$ cat src/rtl/uart_pkg.sv
// Shared UART definitions: transmitter state encoding and parity modes.
// The future uart_rx imports this package as well.
package uart_pkg;

  typedef enum logic [2:0] {
    IDLE,
    ALIGN,
    START,
    DATA,
    PAR,
    STOP
  } tx_state_t;

  localparam int PAR_NONE = 0;
  localparam int PAR_EVEN = 1;
  localparam int PAR_ODD  = 2;

  // Parity bit to transmit, given the XOR of all data bits.
  function automatic logic parity_bit(input logic data_xor, input int mode);
    case (mode)
      PAR_EVEN: parity_bit = data_xor;
      PAR_ODD:  parity_bit = ~data_xor;
      default:  parity_bit = 1'b0;
    endcase
  endfunction

endpackage

$ cat src/rtl/sync_rise.sv
// Two-flop synchroniser for an asynchronous level, followed by a
// rising-edge detector producing a single clk-cycle pulse per edge.
module sync_rise (
  input  logic clk,
  input  logic reset,
  input  logic din,
  output logic rise
);

  logic meta_reg;
  logic sync_reg;
  logic prev_reg;

  always_ff @(posedge clk or posedge reset) begin
    if (reset) begin
      meta_reg <= 1'b0;
      sync_reg <= 1'b0;
      prev_reg <= 1'b0;
    end else begin
      meta_reg <= din;
      sync_reg <= meta_reg;
      prev_reg <= sync_reg;
    end
  end

  // prev_reg starts low, so a level already high after reset reads as an edge.
  assign rise = sync_reg & ~prev_reg;

endmodule

$ cat src/rtl/uart_tx.sv
// UART transmitter: accepts a word on a valid/ready handshake and shifts it
// out LSB first, one bit per rising edge of the externally divided baud clock.
module uart_tx
  import uart_pkg::*;
#(
  parameter int DATA_W    = 8,
  parameter int PARITY    = 0,
  parameter int STOP_BITS = 1
) (
  input  logic              clk,
  input  logic              reset,
  input  logic              baud_in,
  input  logic [DATA_W-1:0] tx_data,
  input  logic              tx_valid,
  output logic              tx_ready,
  output logic              tx,
  output logic              busy
);

  localparam int   CNT_W     = $clog2(DATA_W + 1);
  localparam logic STOP_LAST = (STOP_BITS == 2);

  tx_state_t         state_reg, state_next;
  logic              tx_reg, tx_next;
  logic [DATA_W-1:0] shift_reg, shift_next;
  logic [CNT_W-1:0]  bit_cnt_reg, bit_cnt_next;
  logic              stop_cnt_reg, stop_cnt_next;
  logic              par_reg, par_next;
  logic              baud_tick;

  sync_rise u_sync_rise (
    .clk   (clk),
    .reset (reset),
    .din   (baud_in),
    .rise  (baud_tick)
  );

  always_ff @(posedge clk or posedge reset) begin
    if (reset) begin
      state_reg    <= IDLE;
      tx_reg       <= 1'b1;
      shift_reg    <= '0;
      bit_cnt_reg  <= '0;
      stop_cnt_reg <= 1'b0;
      par_reg      <= 1'b0;
    end else begin
      state_reg    <= state_next;
      tx_reg       <= tx_next;
      shift_reg    <= shift_next;
      bit_cnt_reg  <= bit_cnt_next;
      stop_cnt_reg <= stop_cnt_next;
      par_reg      <= par_next;
    end
  end

  always_comb begin
    state_next    = state_reg;
    tx_next       = tx_reg;
    shift_next    = shift_reg;
    bit_cnt_next  = bit_cnt_reg;
    stop_cnt_next = stop_cnt_reg;
    par_next      = par_reg;

    case (state_reg)
      IDLE: begin
        tx_next = 1'b1;
        if (tx_valid) begin
          // Parity is fixed at acceptance, since the shift register drains.
          shift_next    = tx_data;
          par_next      = parity_bit(^tx_data, PARITY);
          bit_cnt_next  = '0;
          stop_cnt_next = 1'b0;
          state_next    = ALIGN;
        end
      end
      ALIGN: begin
        if (baud_tick) begin
          tx_next    = 1'b0;
          state_next = START;
        end
      end
      START: begin
        if (baud_tick) begin
          tx_next      = shift_reg[0];
          shift_next   = shift_reg >> 1;
          bit_cnt_next = CNT_W'(1);
          state_next   = DATA;
        end
      end
      DATA: begin
        if (baud_tick) begin
          if (bit_cnt_reg == CNT_W'(DATA_W)) begin
            if (PARITY != PAR_NONE) begin
              tx_next    = par_reg;
              state_next = PAR;
            end else begin
              tx_next    = 1'b1;
              state_next = STOP;
            end
          end else begin
            tx_next      = shift_reg[0];
            shift_next   = shift_reg >> 1;
            bit_cnt_next = bit_cnt_reg + CNT_W'(1);
          end
        end
      end
      PAR: begin
        if (baud_tick) begin
          tx_next    = 1'b1;
          state_next = STOP;
        end
      end
      STOP: begin
        if (baud_tick) begin
          if (stop_cnt_reg == STOP_LAST) begin
            state_next = IDLE;
          end else begin
            stop_cnt_next = 1'b1;
          end
        end
      end
      default: begin
        tx_next    = 1'b1;
        state_next = IDLE;
      end
    endcase
  end

  assign tx       = tx_reg;
  assign tx_ready = (state_reg == IDLE);
  assign busy     = (state_reg != IDLE);

endmodule

$ cat config.mk
export PLATFORM = sky130hd
export DESIGN_NAME = uart_tx
export DESIGN_NICKNAME = d
export VERILOG_FILES = /design/src/rtl/uart_pkg.sv /design/src/rtl/sync_rise.sv /design/src/rtl/uart_tx.sv
export SDC_FILE = /design/constraint.sdc
export NUM_CORES = 1
export LEC_CHECK = 0
export CAP_MARGIN = 20
export CORE_UTILIZATION = 45
export CTS_BUF_LIST = sky130_fd_sc_hd__clkbuf_8
export CTS_CLUSTER_DIAMETER = 150
export DETAILED_ROUTE_END_ITERATION = 16
export PLACE_DENSITY = 0.69
export SETUP_SLACK_MARGIN = 0.1
export SLEW_MARGIN = 0
export SYNTH_ARGS = -nofsm -noshare
export SYNTH_HDL_FRONTEND = slang
export SYNTH_SLANG_ARGS = --single-unit
$ cat constraint.sdc
create_clock -name clk -period 2.4 [get_ports clk]
set_clock_uncertainty 0.05 [all_clocks]
set_input_delay 0.48 -clock clk [delete_from_list [all_inputs] [get_ports clk]]
set_output_delay 0.48 -clock clk [all_outputs]
set_load 0.03 [all_outputs]
=== Yosys cells after proc, flatten, opt, wreduce, memory -nomap -nowiden ===
Index checks and enable logic that the tools add are counted.

* Bits in registers: 20
* Output and inout bits: 3
* Word-level logic and storage cells: 64

* $add $sub $neg: 1
* Equality and inequality tests: 15
* Muxes and demuxes: 29
* Bitwise logic cells: 3
* Reduce and logical (&&, ||, !) cells: 8

{| class="wikitable"
|+ Operators with widths
! operator !! number
|-
| two-way mux 8 bit || 4
|-
| two-way mux 3 bit || 8
|-
| one-hot mux 8 bit (3 select lines) || 1
|-
| != test 2 bit (second input constant) || 9
|-
| one-hot mux 3 bit (6 select lines) || 1
|-
| two-way mux 4 bit || 4
|-
| one-hot mux 4 bit (3 select lines) || 1
|-
| AND reduction 5 bit || 2
|-
| two-way mux 1 bit || 8
|-
| AND reduction 8 bit || 1
|-
| == test 3 x 2 -> 1 bit (second input constant) || 2
|-
| == test 3 bit (second input constant) || 2
|-
| nonzero test 3 bit || 2
|-
| one-hot mux 1 bit (5 select lines) || 1
|-
| adder 4 x 1 -> 4 bit (second input constant) || 1
|-
| == test 4 bit (second input constant) || 1
|-
| == test 3 x 1 -> 1 bit (second input constant) || 1
|-
| zero test 3 bit || 1
|-
| AND reduction 3 bit || 1
|-
| NOT 1 bit || 2
|-
| one-hot mux 1 bit (2 select lines) || 1
|-
| nonzero test 2 bit || 1
|-
| AND 1 bit || 1
|}

=== Logic depth before layout (Yosys ltp) ===
Gate-level depths: netlist of the first run.

* Word-level depth: 4
* Gate-level depth with buffers: 6
* Depth with buffers taken out: 5

=== Modules after synthesis ===
Synthesis of the first run repeated with hierarchy kept, for this count alone.

* Cell total of the unflattened synthesis: 102
* Area, all modules: 1072.3 µm²

{| class="wikitable"
|+ By module, submodules not included
! module !! times used !! cells each !! area an instance (µm²)
|-
| uart_tx || 1 || 97 || 979.7
|-
| sync_rise || 1 || 5 || 92.6
|}

=== Worst setup path after synthesis of the first run ===
No wires, ideal clock.

* Path type: reg-to-output
* Start point: reg state_reg[2]
* End point: out tx_ready
* Arrival: 1295 ps
* Data required time: 1870 ps
* Setup slack: 575 ps
* Cell stages (with the launch flop): 4
* Path through: dfrtp_1 > buf_2 > or3_1 > inv_1

* Longest elaborated chain between the ends: 1

{| class="wikitable"
|+ Ends and longest elaborated chain
! element !! RTL line !! RTL
|-
| from (decl) || uart_tx.sv:23 || <nowiki>tx_state_t state_reg, state_next;</nowiki>
|-
| from (signal assigned) || uart_tx.sv:47 || <nowiki>state_reg <= state_next;</nowiki>
|-
| zero test 3 bit || uart_tx.sv:130 || <nowiki>assign tx_ready = (state_reg == IDLE);</nowiki>
|-
| to (decl) || uart_tx.sv:15 || <nowiki>output logic tx_ready,</nowiki>
|}

Every way passes these cells.

=== Final worst setup path of the first run ===
* Start point: reg state_reg[1]
* End point: out busy

* Longest elaborated chain between the ends: 1

{| class="wikitable"
|+ Ends and longest elaborated chain
! element !! RTL line !! RTL
|-
| nonzero test 3 bit || uart_tx.sv:131 || <nowiki>assign busy = (state_reg != IDLE);</nowiki>
|-
| to (decl) || uart_tx.sv:17 || <nowiki>output logic busy</nowiki>
|}

Every way passes these cells.

==> results of run 1 <==
==> worst min-delay path by stage <==
stage / endpoint / slack, ns / cells past startpoint
global route: u_sync_rise.sync_reg$_DFF_PP0_ / 0.32 / 0
CTS: u_sync_rise.sync_reg$_DFF_PP0_ / 0.32 / 0
global placement: u_sync_rise.sync_reg$_DFF_PP0_ / 0.29 / 0
finish: u_sync_rise.sync_reg$_DFF_PP0_ / 0.32 / 0
detailed placement: u_sync_rise.sync_reg$_DFF_PP0_ / 0.30 / 0
floorplan: u_sync_rise.sync_reg$_DFF_PP0_ / 0.28 / 0
==> placed cells by master (no fill, tap or decap), types with 2 or more instances in the layout <==
master / instances
nand3b_1: 3
clkdlybuf4s50_1: 13
buf_4: 4
nand3_1: 2
dfrtp_1: 18
mux2i_1: 2
inv_1: 10
ha_1: 2
mux2_4: 6
mux2_2: 8
nand2b_1: 4
nor3_1: 2
clkbuf_8: 3
==> critical path: stages (launching register included) <==
cell and delay (ns):
dfrtp_1 0.37, or3_1 0.39, clkdlybuf4s50_1 0.61
==> per-layer routing <==
metal / track usage / vias up / routed length (um)
li1: - / 343 / -
met1: 0.216 / 339 / 860
met2: 0.287 / 14 / 892
met3: 0.0278 / 2 / 56
met4: 0.0857 / 0 / 14
met5: 0 / - / 0
==> area by class of cell <==
cell class	instances	area [um2]
clock buffers	3	41.3
inverters	9	33.8
flip-flops and latches	19	477
well taps	28	35.0
clock inverters	1	3.75
multi-input cells	52	489
repair buffers	18	173
fillers	181	938
==> power groups by stage <==
stage | Combinational, mW | Clock, mW | Sequential, mW
after global placement | 0.719 | 0 | 0.531
final | 0.739 | 0.212 | 0.534
after detailed placement | 0.741 | 0 | 0.539
after global routing | 0.812 | 0.231 | 0.553
after CTS | 0.747 | 0.218 | 0.533
after floorplan | 0.578 | 0 | 0.541
==> stage by stage <==
step	power, mW	cell area [um2]	std cells	setup WS (ns)
3_5_place_dp	1.28	1200	126	0.180
6_report	1.48	1250	130	0.245
3_3_place_gp	1.25	1200	126	0.208
2_1_floorplan	1.12	1040	84	0.575
4_1_cts	1.50	1250	130	0.105
5_1_grt	1.60	1250	130	0.151
==> kinds of logic after synthesis <==
kind of cell / Yosys count / share of synthesized area
AND/OR/NAND/NOR: 20 / 0.135
flip-flops: 19 / 0.458
multiplexers: 17 / 0.203
AO/OA/AOI/OAI: 13 / 0.108
buffers and inverters: 13 / 0.0721
adder cells (fa/ha/maj): 2 / 0.0240
==> flow_summary.yaml, run 1 <==
setup_path:
  startpoint_type: "flip-flop"
  timing.rr.end: "shift_reg[6]$_DFFE_PP0P_"
  required_ns: 1.87
  worst-endpoint-arrival_ns: 1.62
  worstSetupStartpoint: "state_reg[1]$_DFFE_PP0P_"
  r2r-start: "bit_cnt_reg[0]$_DFFE_PP0P_"
  r2r_slack_ns: 0.29
  timing_worst_setup_path_type: "flip-flop to primary output"
  setup.worst_path.end: "busy"
  worstPathMaxFanout: 2
  ff2ff_path_depth: 5
  cp-end-kind: "primary output"
worst_hold_path:
  hold_path.class: "flip-flop to flip-flop"
  hp-start: "u_sync_rise.meta_reg$_DFF_PP0_"
final_layout:
  diodes: 0
  utilization: 0.572
  fin_nets: 117
  area_growth_pct: 20.3
  largest_reg_flops: 8
  drive_gt1_frac: 0.265
die:
  die_area_mm2: 0.00251
  coreArea_mm2: 0.00219
  pin_count: 15
  placementRows: 17
  start_util: 0.475
  die-height_um: 50.1
  dieWidth_um: 50.1
clocking:
  cts_buffers: 3
  cts_setup_buffers: 0
  cts_sinks: 19
  clock_latency_ns: 0.25
  cts_hold_buffers: 0
  ctsResizeCount: 0
  cts_root_buf: "clkbuf_8"
  cts_tree: "done"
  htreeDepth: 1
  max-clock-path-buffers: 2
  path_clk_slew_ns: 0.07
global_route:
  overflow: 0
  grt_max_degree: 20
  antenna_found_initial: 0
  grt_usage: 0.173
  grt_pass1_vias: 766
  grt_pass1_wl_um: 3280
power:
  vdd_drop_max_mv: 0.699
  p_comb_frac: 0.498
  p_sw_mw: 0.520
  switching_share: 0.350
  pwr-share-seq: 0.360
  p_int_mw: 0.964
  p_leak_nw: 0.587
  p_clk_frac: 0.143
  power_density_mw_per_mm2: 1190
place:
  port_buffers: 14
  dpl.hpwl_um: 1320
  gp_congestion: 0.828
timing:
  finalHoldViolCount: 0
  tightest_slew_ns: 0.760
  post-route-period-util: 0.898
  finalSetupTns_ns: 0
  period_needed_ns: 2.15
  drv_slew: 0
  rsz0062_at_grt: "false"
  holdWs_ns: 0.316
  slew_headroom: 0.494
  timing.fmax_ghz: 0.464
  setup_viol: 0
yosys:
  ys_top_cells_by_area: "dfrtp_1, mux2_2, mux2_4, inv_1, dfstp_2"
  synth_common_cells: "dfrtp_1, inv_1, mux2_2, mux2_4, nand2b_1"
  synth_ff_type: "dfrtp_1"
  synthCells: 84
  syn_area_per_cell_um2: 12.4
  syn_nets: 98
  async_flop_share: 1.00
  synth_cell_types: 37
  ys_seq_elements: 19
  synth_edf_count: 0
  yosysSeqAreaShare: 0.458
  yosys.area.top_type: "dfrtp_1"
  synth_top_area_share: 0.433
  yosysMostFrequentCell: "dfrtp_1"
  synth.cell_area_mm2: 0.00104
  synth_warnings: 0
routing:
  ant_nets: 0
  wl_um: 1820
  wire_per_inst_um: 14.0
  viasPerCell: 5.37
  dr.pass1.iters: 4
  via_count: 698
  drc: 0
  drtIter0Drc: 12
run_status:
  status: "completed"
flow_run:
  drv_cap: 0
(Power assumes the default switching activity.)
==> run 2, diff against run 1 <==
CORE_ASPECT_RATIO = 0.9   (was unset)
==> run 2 against run 1 <==
Against the previous run:
- die area hardly changed
- non-clock buffer count unchanged
- fmax is 1.3% higher
- final cell count fell by 0.77%
- register-to-register slack about the same
- routed wire length is 8.0% lower
- sequential share of layout area barely moved
- sequential power barely moved
- clock power decreased by 4%
- worst setup slack better by 0.028 ns
- design area about the same
- critical endpoint unchanged
- utilization is 0.17 points higher
==> flow_summary.yaml, run 2 (synthesis gave the netlist of run 1 again) <==
routing:
  ant_nets: 0
  dr.pass1.iters: 4
  viasPerCell: 5.41
  drtIter0Drc: 16
  wire_per_inst_um: 13.0
  wl_um: 1680
  drc: 0
  via_count: 698
timing:
  holdWs_ns: 0.308
  post-route-period-util: 0.886
  setup_viol: 0
  rsz0062_at_grt: "false"
  period_needed_ns: 2.13
  finalHoldViolCount: 0
  finalSetupTns_ns: 0
  slew_headroom: 0.491
  tightest_slew_ns: 0.763
  drv_slew: 0
  timing.fmax_ghz: 0.470
power:
  p_clk_frac: 0.139
  vdd_drop_max_mv: 0.811
  p_sw_mw: 0.496
  power_density_mw_per_mm2: 1170
  p_total_mw: 1.46
  pwr-share-seq: 0.364
  switching_share: 0.340
  p_comb_frac: 0.497
  p_int_mw: 0.964
  p_leak_nw: 0.587
clocking:
  clock_latency_ns: 0.24
  cts_sinks: 19
  max-clock-path-buffers: 2
  ctsResizeCount: 0
  cts_hold_buffers: 0
  cts_tree: "done"
  path_clk_slew_ns: 0.06
  htreeDepth: 1
  cts_buffers: 3
  cts_setup_buffers: 0
  cts_root_buf: "clkbuf_8"
global_route:
  grt_pass1_wl_um: 2690
  use_met2: 0.213
  antenna_found_initial: 0
  met3_usage: 0.0286
  grt_pass1_vias: 576
  grt_util_met1: 0.233
  grt_usage: 0.153
  overflow: 0
  grt_max_degree: 20
  top_usage_layer: "met1"
die:
  start_util: 0.477
  coreArea_mm2: 0.00218
  die_area_mm2: 0.00251
  pin_count: 15
  placementRows: 16
  dieWidth_um: 52.7
  die-height_um: 47.6
setup_path:
  startpoint_type: "flip-flop"
  worst-endpoint-arrival_ns: 1.60
  cp-end-kind: "primary output"
  worstPathMaxFanout: 2
  required_ns: 1.87
  timing_worst_setup_path_type: "flip-flop to primary output"
run_status:
  status: "completed"
final_layout:
  mostFrequentLayoutCell: "dfrtp_1"
  fillers: 190
  multi_input_area_um2: 489
  area_growth_pct: 20.2
  ff_latch_area_um2: 477
  diodes: 0
  largest_reg_flops: 8
  fin_nets: 117
  final_cell_mix: "dfrtp_1, clkdlybuf4s50_1, inv_1, mux2_2, mux2_4"
  design_area_mm2: 0.00125
  drive_gt1_frac: 0.265
flow_run:
  drv_cap: 0
place:
  placed_area_mm2: 0.00120
  dpl.hpwl_um: 1240
  port_buffers: 14
  gp_congestion: 0.799
worst_hold_path:
  hold_path.class: "flip-flop to flip-flop"
-- run 2: cell counts in the layout (fill, tap and decap cells not counted) --
No cell type changed its count.
-- run 2: final timing paths --
check / start / end / slack, ns / depth (start not counted)
worst min-delay path: u_sync_rise.meta_reg$_DFF_PP0_ / u_sync_rise.sync_reg$_DFF_PP0_ / 0.31 / 0
min in group asynchronous: reset / shift_reg[4]$_DFFE_PP0P_ / 0.60 / 2
worst max register to register: bit_cnt_reg[0]$_DFFE_PP0P_ / shift_reg[6]$_DFFE_PP0P_ / 0.29 / 5
worst min register to register: u_sync_rise.meta_reg$_DFF_PP0_ / u_sync_rise.sync_reg$_DFF_PP0_ / 0.31 / 0
worst max-delay path: state_reg[1]$_DFFE_PP0P_ / busy / 0.27 / 2
max in group asynchronous: reset / bit_cnt_reg[0]$_DFFE_PP0P_ / 1.26 / 2
-- run 2: power groups by stage --
| stage | Sequential [mW] | Combinational [mW] | Clock, mW |
|---|---|---|---|
| 6_report | 0.531 | 0.726 | 0.203 |
| 5_1_grt | 0.549 | 0.790 | 0.227 |
| 4_1_cts | 0.532 | 0.732 | 0.211 |
| 3_5_place_dp | 0.537 | 0.730 | 0 |
| 3_3_place_gp | 0.531 | 0.715 | 0 |
| 2_1_floorplan | 0.541 | 0.578 | 0 |
-- run 2: through the flow --
step,setup WS (ns),std cells,utilization
after floorplan,0.575,84,-
after global placement,0.208,125,0.552
after detailed placement,0.161,125,0.552
after CTS,0.122,129,0.572
after global routing,0.199,129,0.573
final,0.273,129,0.573
-- run 2: worst max-delay path: stages, from the launching register on --
cell and delay, ns:
dfrtp_1 0.37, or3_1 0.38, clkdlybuf4s50_1 0.60
-- run 2: per-layer routing --
layer | part of all wire | vias to the layer above
li1 | - | 341
met5 | 0 | -
met1 | 0.48 | 341
met3 | 0.041 | 2
met4 | 0.0066 | 0
met2 | 0.47 | 14
-- run 2: final cells by class --
cell class / instances / share of cell area
clock buffer: 3 / 0.0330
clock inverter: 1 / 0.00300
inverter: 9 / 0.0270
multi-input combinational: 52 / 0.391
sequential: 19 / 0.381
tap: 27 / 0.0270
timing repair buffer: 18 / 0.138
